[src/rtl/sext_compressor_if.sv]
// Word-in / beat-out bundle for sext_compressor; master is the core/link side,
// slave is the compressor itself.
interface sext_compressor_if;
    logic        in_valid;
    logic        in_ready;
    logic [31:0] in_data;
    logic        out_valid;
    logic        out_ready;
    logic [15:0] out_data;
    logic        out_last;
    logic        out_compact;

    modport master (
        output in_valid, in_data, out_ready,
        input  in_ready, out_valid, out_data, out_last, out_compact
    );

    modport slave (
        input  in_valid, in_data, out_ready,
        output in_ready, out_valid, out_data, out_last, out_compact
    );
endinterface

[src/rtl/sext_compressor.sv]
// Splits 32-bit words into 16-bit beats, one beat when the high half is a sign extension.
// First beat one cycle after acceptance; beats hold under out_ready low, in_ready only in IDLE.
module sext_compressor #(
    parameter bit COMPACT_EN = 1'b1,
    parameter int COUNT_W    = 16
) (
    input  logic               clk,
    input  logic               rst_n,
    sext_compressor_if.slave   bus,
    output logic [COUNT_W-1:0] word_cnt,
    output logic [COUNT_W-1:0] compact_cnt
);

    typedef enum logic [1:0] {
        IDLE    = 2'd0,
        SEND_LO = 2'd1,
        SEND_HI = 2'd2
    } state_t;

    state_t             state_q, state_d;
    logic [15:0]        hi_q, hi_d;
    logic [15:0]        out_data_q, out_data_d;
    logic               out_valid_q, out_valid_d;
    logic               out_last_q, out_last_d;
    logic               out_compact_q, out_compact_d;
    logic [COUNT_W-1:0] word_cnt_q, word_cnt_d;
    logic [COUNT_W-1:0] compact_cnt_q, compact_cnt_d;

    logic accept;
    logic fits;
    logic beat_done;

    assign accept    = bus.in_valid && (state_q == IDLE);
    assign fits      = COMPACT_EN && (bus.in_data[31:16] == {16{bus.in_data[15]}});
    assign beat_done = out_valid_q && bus.out_ready;

    always_ff @(posedge clk or negedge rst_n) begin
        if (!rst_n) begin
            state_q <= IDLE;
        end else begin
            state_q <= state_d;
        end
    end

    always_comb begin
        state_d = state_q;
        case (state_q)
            IDLE:    if (accept)    state_d = SEND_LO;
            SEND_LO: if (beat_done) state_d = out_last_q ? IDLE : SEND_HI;
            SEND_HI: if (beat_done) state_d = IDLE;
            default:                state_d = IDLE;
        endcase
    end

    always_comb begin
        hi_d          = hi_q;
        out_data_d    = out_data_q;
        out_valid_d   = out_valid_q;
        out_last_d    = out_last_q;
        out_compact_d = out_compact_q;
        word_cnt_d    = word_cnt_q;
        compact_cnt_d = compact_cnt_q;
        case (state_q)
            IDLE: begin
                if (accept) begin
                    hi_d          = bus.in_data[31:16];
                    out_data_d    = bus.in_data[15:0];
                    out_valid_d   = 1'b1;
                    out_compact_d = fits;
                    out_last_d    = fits;
                    // Counters stick at all-ones rather than wrapping.
                    if (word_cnt_q != {COUNT_W{1'b1}}) begin
                        word_cnt_d = word_cnt_q + COUNT_W'(1);
                    end
                    if (fits && (compact_cnt_q != {COUNT_W{1'b1}})) begin
                        compact_cnt_d = compact_cnt_q + COUNT_W'(1);
                    end
                end
            end
            SEND_LO: begin
                if (beat_done) begin
                    if (out_last_q) begin
                        out_valid_d   = 1'b0;
                        out_last_d    = 1'b0;
                        out_compact_d = 1'b0;
                    end else begin
                        out_data_d = hi_q;
                        out_last_d = 1'b1;
                    end
                end
            end
            SEND_HI: begin
                if (beat_done) begin
                    out_valid_d   = 1'b0;
                    out_last_d    = 1'b0;
                    out_compact_d = 1'b0;
                end
            end
            default: begin
                out_valid_d = 1'b0;
                out_last_d  = 1'b0;
            end
        endcase
    end

    always_ff @(posedge clk or negedge rst_n) begin
        if (!rst_n) begin
            hi_q          <= '0;
            out_data_q    <= '0;
            out_valid_q   <= 1'b0;
            out_last_q    <= 1'b0;
            out_compact_q <= 1'b0;
            word_cnt_q    <= '0;
            compact_cnt_q <= '0;
        end else begin
            hi_q          <= hi_d;
            out_data_q    <= out_data_d;
            out_valid_q   <= out_valid_d;
            out_last_q    <= out_last_d;
            out_compact_q <= out_compact_d;
            word_cnt_q    <= word_cnt_d;
            compact_cnt_q <= compact_cnt_d;
        end
    end

    assign bus.in_ready    = (state_q == IDLE);
    assign bus.out_valid   = out_valid_q;
    assign bus.out_data    = out_data_q;
    assign bus.out_last    = out_last_q;
    assign bus.out_compact = out_compact_q;
    assign word_cnt        = word_cnt_q;
    assign compact_cnt     = compact_cnt_q;

endmodule

[src/flat_wrapper.sv]
// flat-port wrapper written by rule: the top's interface ports become plain ports
module sext_compressor_flat 
#(
    parameter bit COMPACT_EN = 1'b1,
    parameter int COUNT_W    = 16
)
  (clk, rst_n, word_cnt, compact_cnt, bus_in_valid, bus_in_data, bus_out_ready, bus_in_ready, bus_out_valid, bus_out_data, bus_out_last, bus_out_compact);
  sext_compressor_if bus_i ();
  input  logic clk;
  input  logic rst_n;
  output logic [COUNT_W-1:0] word_cnt;
  output logic [COUNT_W-1:0] compact_cnt;
  input wire logic [$bits(bus_i.in_valid)-1:0] bus_in_valid;
  input wire logic [$bits(bus_i.in_data)-1:0] bus_in_data;
  input wire logic [$bits(bus_i.out_ready)-1:0] bus_out_ready;
  output wire logic [$bits(bus_i.in_ready)-1:0] bus_in_ready;
  output wire logic [$bits(bus_i.out_valid)-1:0] bus_out_valid;
  output wire logic [$bits(bus_i.out_data)-1:0] bus_out_data;
  output wire logic [$bits(bus_i.out_last)-1:0] bus_out_last;
  output wire logic [$bits(bus_i.out_compact)-1:0] bus_out_compact;
  assign bus_i.in_valid = bus_in_valid;
  assign bus_i.in_data = bus_in_data;
  assign bus_i.out_ready = bus_out_ready;
  assign bus_in_ready = bus_i.in_ready;
  assign bus_out_valid = bus_i.out_valid;
  assign bus_out_data = bus_i.out_data;
  assign bus_out_last = bus_i.out_last;
  assign bus_out_compact = bus_i.out_compact;
  sext_compressor #(.COMPACT_EN(COMPACT_EN), .COUNT_W(COUNT_W)) u_core (.clk(clk), .rst_n(rst_n), .bus(bus_i), .word_cnt(word_cnt), .compact_cnt(compact_cnt));
endmodule
[config.mk]
export PLATFORM = sky130hd
export DESIGN_NAME = sext_compressor_flat
export DESIGN_NICKNAME = d
export VERILOG_FILES = /design/src/rtl/sext_compressor_if.sv /design/src/rtl/sext_compressor.sv /design/src/flat_wrapper.sv
export SDC_FILE = /design/constraint.sdc
export NUM_CORES = 1
export LEC_CHECK = 0
export ABC_CLOCK_PERIOD_IN_PS = 2800
export CAP_MARGIN = 10
export CORE_MARGIN = 5
export CORE_UTILIZATION = 50
export DETAILED_ROUTE_END_ITERATION = 16
export PLACE_DENSITY = 0.86
export SLEW_MARGIN = 20
export SYNTH_ARGS = -nofsm -noshare
export SYNTH_HDL_FRONTEND = slang
export SYNTH_SLANG_ARGS = --single-unit
[constraint.sdc]
create_clock -name clk -period 2.8 [get_ports clk]
set_input_delay 0.56 -clock clk [delete_from_list [all_inputs] [get_ports clk]]
set_output_delay 0.56 -clock clk [all_outputs]
set_load 0.02 [all_outputs]
==> summary.md, run 1 <==
| Metric | Value |
|---|---|
| Clk pin slew, worst setup/hold paths | 70 ps |
| Combinational family with the most area after synthesis | simple AND/OR/NAND/NOR gates |
| CTS H-Tree Depth | 3 |
| Largest net degree at the start of global routing | 46 |
| Number of optimization iterations in the first detailed-route pass | 4 |
| Fraction of layout instances using a drive strength above 1 | 0.1000 |
| Vias per cell | 5.451 |
| Critical Path, Cell by Cell | inv_1, ha_1, clkdlybuf4s50_1 |
| Area share of the largest cell type after synthesis | 0.5202 |
| Required time reported for the critical path endpoint | 2240 ps |
| Type of element capturing the critical path | output port |
| Top achievable clock speed | 0.4192 GHz |
| Number of cells traversed by the worst register-to-register path | 7 |
| Synth Area in Compound Gates | 0.05503 |
| Starting density of the core | 0.5169 |
| Number of buffers on the longest clock path | 2 |
| Post-detailed-routing wire length | 8059 microns |
| Total global routing track utilization | 0.1990 |
| Congestion Overflow GR | 0 |
| Final worst-path cycle share | 0.8519 |
| Tightest Hold Check Type | primary input to asynchronous set/reset pin |
| Clk_skew | 8.835 ps |
| Die Height | 91.48 microns |
| Count of fill cells added during filler insertion | 477 |
| Worst slew slack as a fraction of its limit | 0.5324 |
| Avg WL per Cell | 16.22 microns |
| Drt initial violations | 121 |
| Final total power | 2.127 mW |
| Part of the Yosys area used for sequential elements | 0.5202 |
| Shortest clock period the worst path allows after layout | 2385 ps |
| Data arrival time of the critical path | 1830 ps |
| Total leakage power | 1.970 nW |
| First-pass GRT wire length | 13430 microns |
| Seq cells post-synth | 69 |
| Post-CTS setup buffers | 0 |
| Total negative setup slack | 0 ps |
| Clock network latency to the later pin of the worst-skew pair | 340 ps |
| Area of the die | 8369 sq um |
| Port Buf Inserts | 87 |
| Post-route cell area | 4519 sq um |
| Post-Route Hold Slack | 220.8 ps |
| CP max stage delay | 650 ps |
| Crit path kind | flop to output port |
| Pins over their slew limit | 0 |
| Multi-input gate area in the final layout | 1500 sq um |
| Sort of element at the start of the critical path | flop |
| Routability Congestion | 0.8429 |
| CTS Hold Buffers Added | 0 |
| Antenna fix cells | 0 |
| Largest voltage drop on the vdd net | 0.3272 mV |
| XOR/XNOR share of the synthesized area | 0.07878 |
| Post-cts repair resize count | 0 |
| Reg-to-Reg End | u_core.compact_cnt[13]$_DFFE_PN0P_ |
| Area used by sequential logic in the layout | 1727 sq um |
| Number of distinct standard cells referenced by the synthesized netlist | 45 |
| Worst-case register-to-register setup slack | 500 ps |
| Multiplexer share of the synthesized area | 0.06295 |
| Synth top area cells | sky130_fd_sc_hd__dfrtp_1, sky130_fd_sc_hd__nand2_1, sky130_fd_sc_hd__xnor2_1 |
| Nets in the synthesized netlist | 365 |
| Transition time at the pin with the least slew margin | 698.2 ps |
| Highest-count cells in the layout ignoring fill and taps | sky130_fd_sc_hd__clkdlybuf4s50_1, sky130_fd_sc_hd__dfrtp_1, sky130_fd_sc_hd__nand2_1, sky130_fd_sc_hd__xnor2_1, sky130_fd_sc_hd__nor2_1 |
| Final hold violation count | 0 |
| CTS tree | done |
| Number of standard-cell rows in the floorplan | 29 |
| Area share of and/or/nand/nor cells after synthesis | 0.2277 |
| Count of mapped cells out of synthesis | 322 |
| Final HPWL DP | 5793 microns |
| Number of global-route vias before repair | 2728 |
| Maximum net fanout on the critical path | 7 |
| DR DRC count | 0 |
| Leading cell type in the layout, fill and taps excluded | sky130_fd_sc_hd__clkdlybuf4s50_1 |
| Count of antenna-violating nets left after detailed routing | 0 |
| Timing startpoint of the critical path | u_core.state_q[0]$_DFFE_PN0P_ |
| Number of I/O pins | 88 |
| Arithmetic-cell share of the synthesized area counting full adders, half adders and majority gates | 0.02639 |
| Number of setup violations in the final report | 0 |
| Final net count | 458 |
| Standard cell with the maximum stage delay on the critical path | sky130_fd_sc_hd__clkdlybuf4s50_1 |
| Root buffer cell | sky130_fd_sc_hd__clkbuf_8 |
| Post-synthesis instance area | 3319 sq um |
| Number of max-cap violations | 0 |
| Unrepaired setup endpoints after global routing | no |
| Area of the core region | 6422 sq um |
| Power Dens Cells | 470.7 nW/um^2 |
| Number of sinks on the clock net | 69 |
| Synth-to-layout area growth | 36.15% |
| Number of vias in the routed layout | 2709 |
| Startpoint of the lowest-slack register-to-register path | u_core.state_q[0]$_DFFE_PN0P_ |
| TritonCTS buffer count | 9 |
| Biggest area consumer among synthesized cells | sky130_fd_sc_hd__dfrtp_1 |
| Run status | finished clean |
| Post-place instance area | 4282 sq um |
| Number of antenna violations at the first check in global routing | 0 |
| YS warnings | 0 |
| Die span in x | 91.48 microns |
| Mean Syn Cell Area | 10.31 sq um |
-- synthesized netlist by cell type --
cell type / number
sky130_fd_sc_hd__xnor2_2: 1
sky130_fd_sc_hd__buf_2: 1
sky130_fd_sc_hd__a211oi_1: 1
sky130_fd_sc_hd__nand2_1: 64
sky130_fd_sc_hd__mux2_2: 3
sky130_fd_sc_hd__or3_1: 1
sky130_fd_sc_hd__or4_1: 2
sky130_fd_sc_hd__nor2_1: 22
sky130_fd_sc_hd__ha_1: 7
sky130_fd_sc_hd__a21bo_1: 1
sky130_fd_sc_hd__xnor2_1: 26
sky130_fd_sc_hd__nand3_4: 1
sky130_fd_sc_hd__mux2i_1: 16
sky130_fd_sc_hd__o21ai_1: 1
sky130_fd_sc_hd__a21oi_1: 19
sky130_fd_sc_hd__nor2b_1: 1
sky130_fd_sc_hd__o21a_1: 1
sky130_fd_sc_hd__nor4_2: 1
sky130_fd_sc_hd__nand4b_1: 1
sky130_fd_sc_hd__buf_12: 1
sky130_fd_sc_hd__o22a_2: 1
sky130_fd_sc_hd__mux2_4: 1
sky130_fd_sc_hd__o21ai_0: 2
sky130_fd_sc_hd__nand3_2: 4
sky130_fd_sc_hd__nand2_2: 1
sky130_fd_sc_hd__nand3_1: 13
sky130_fd_sc_hd__buf_1: 2
sky130_fd_sc_hd__dfrtp_1: 69
sky130_fd_sc_hd__nand4_1: 15
sky130_fd_sc_hd__a2bb2oi_1: 1
sky130_fd_sc_hd__xor2_1: 2
sky130_fd_sc_hd__a31oi_1: 1
sky130_fd_sc_hd__nor4_1: 2
sky130_fd_sc_hd__clkbuf_1: 5
sky130_fd_sc_hd__and4_1: 2
sky130_fd_sc_hd__and3_1: 7
sky130_fd_sc_hd__inv_1: 6
sky130_fd_sc_hd__a2111oi_2: 1
sky130_fd_sc_hd__nor3_1: 7
sky130_fd_sc_hd__a21boi_1: 1
sky130_fd_sc_hd__or3_2: 1
sky130_fd_sc_hd__and2_2: 1
sky130_fd_sc_hd__nand4_2: 2
sky130_fd_sc_hd__buf_6: 2
sky130_fd_sc_hd__and2_1: 2
-- metrics by stage --
step	instances	worst slack [ps]	utilization
floorplan	322	728.9	-
finish	497	414.6	0.7037
global placement	481	191.5	0.6667
global route	497	327.1	0.7037
detailed placement	481	144.1	0.6667
CTS	497	403.2	0.7037
-- layer usage --
layer	GRT usage	part of all wire
met5	0	0
met4	0.06533	0.010
met3	0.04380	0.066
met2	0.3068	0.46
met1	0.2792	0.46
-- registers in the layout, indices dropped and copies added (netlist names) --
signal / flops
u_core.bus.out_valid: 1
u_core.bus.out_last: 1
u_core.hi_q: 16
u_core.compact_cnt: 16
u_core.word_cnt: 16
u_core.state_q: 2
u_core.bus.out_data: 16
u_core.bus.out_compact: 1
-- worst max-delay path by stage --
| stage | endpoint |
|---|---|
| after floorplan | u_core.compact_cnt[1]$_DFFE_PN0P_ |
| after global placement | u_core.compact_cnt[5]$_DFFE_PN0P_ |
| after detailed placement | u_core.compact_cnt[5]$_DFFE_PN0P_ |
| after CTS | bus_in_ready |
| after global routing | bus_in_ready |
| final | bus_in_ready |
-- final cells by class --
cell class / instances / area share
inverter: 6 / 0.004983
clock inverter: 7 / 0.02519
timing repair buffer: 93 / 0.2071
clock buffer: 9 / 0.02741
tap: 77 / 0.02132
sequential: 69 / 0.3821
multi-input combinational: 236 / 0.3319
-- worst max-delay path, delay by kind of cell (launching register included) --
family | cells | cell delay (ps)
adder cells (fa/ha/maj) | 1 | 290
buffers and inverters | 2 | 790
flip-flops | 1 | 420
-- cell families (layout without fill, tap and decap cells) --
group                    after synthesis  after routing
flip-flops                            69             69
adder cells (fa/ha/maj)                7              7
multiplexers                          20             20
buffers and inverters                 17            115
XOR/XNOR                              29             29
AND/OR/NAND/NOR                      150            150
AO/OA/AOI/OAI                         30             30
-- power breakdown --
group,internal (mW),switching [mW],leakage (nW)
sequential,1.01,0.00588,0.917
clock,0.589,0.382,0.123
combinational,0.0763,0.0676,0.930
(Power assumes the default switching activity.)
==> run 2: changes to the inputs <==
SKIP_LAST_GASP = 1   (was not set)
==> results of run 2 <==
No change in the layout: final DEF, timing and power equal those of run 1.
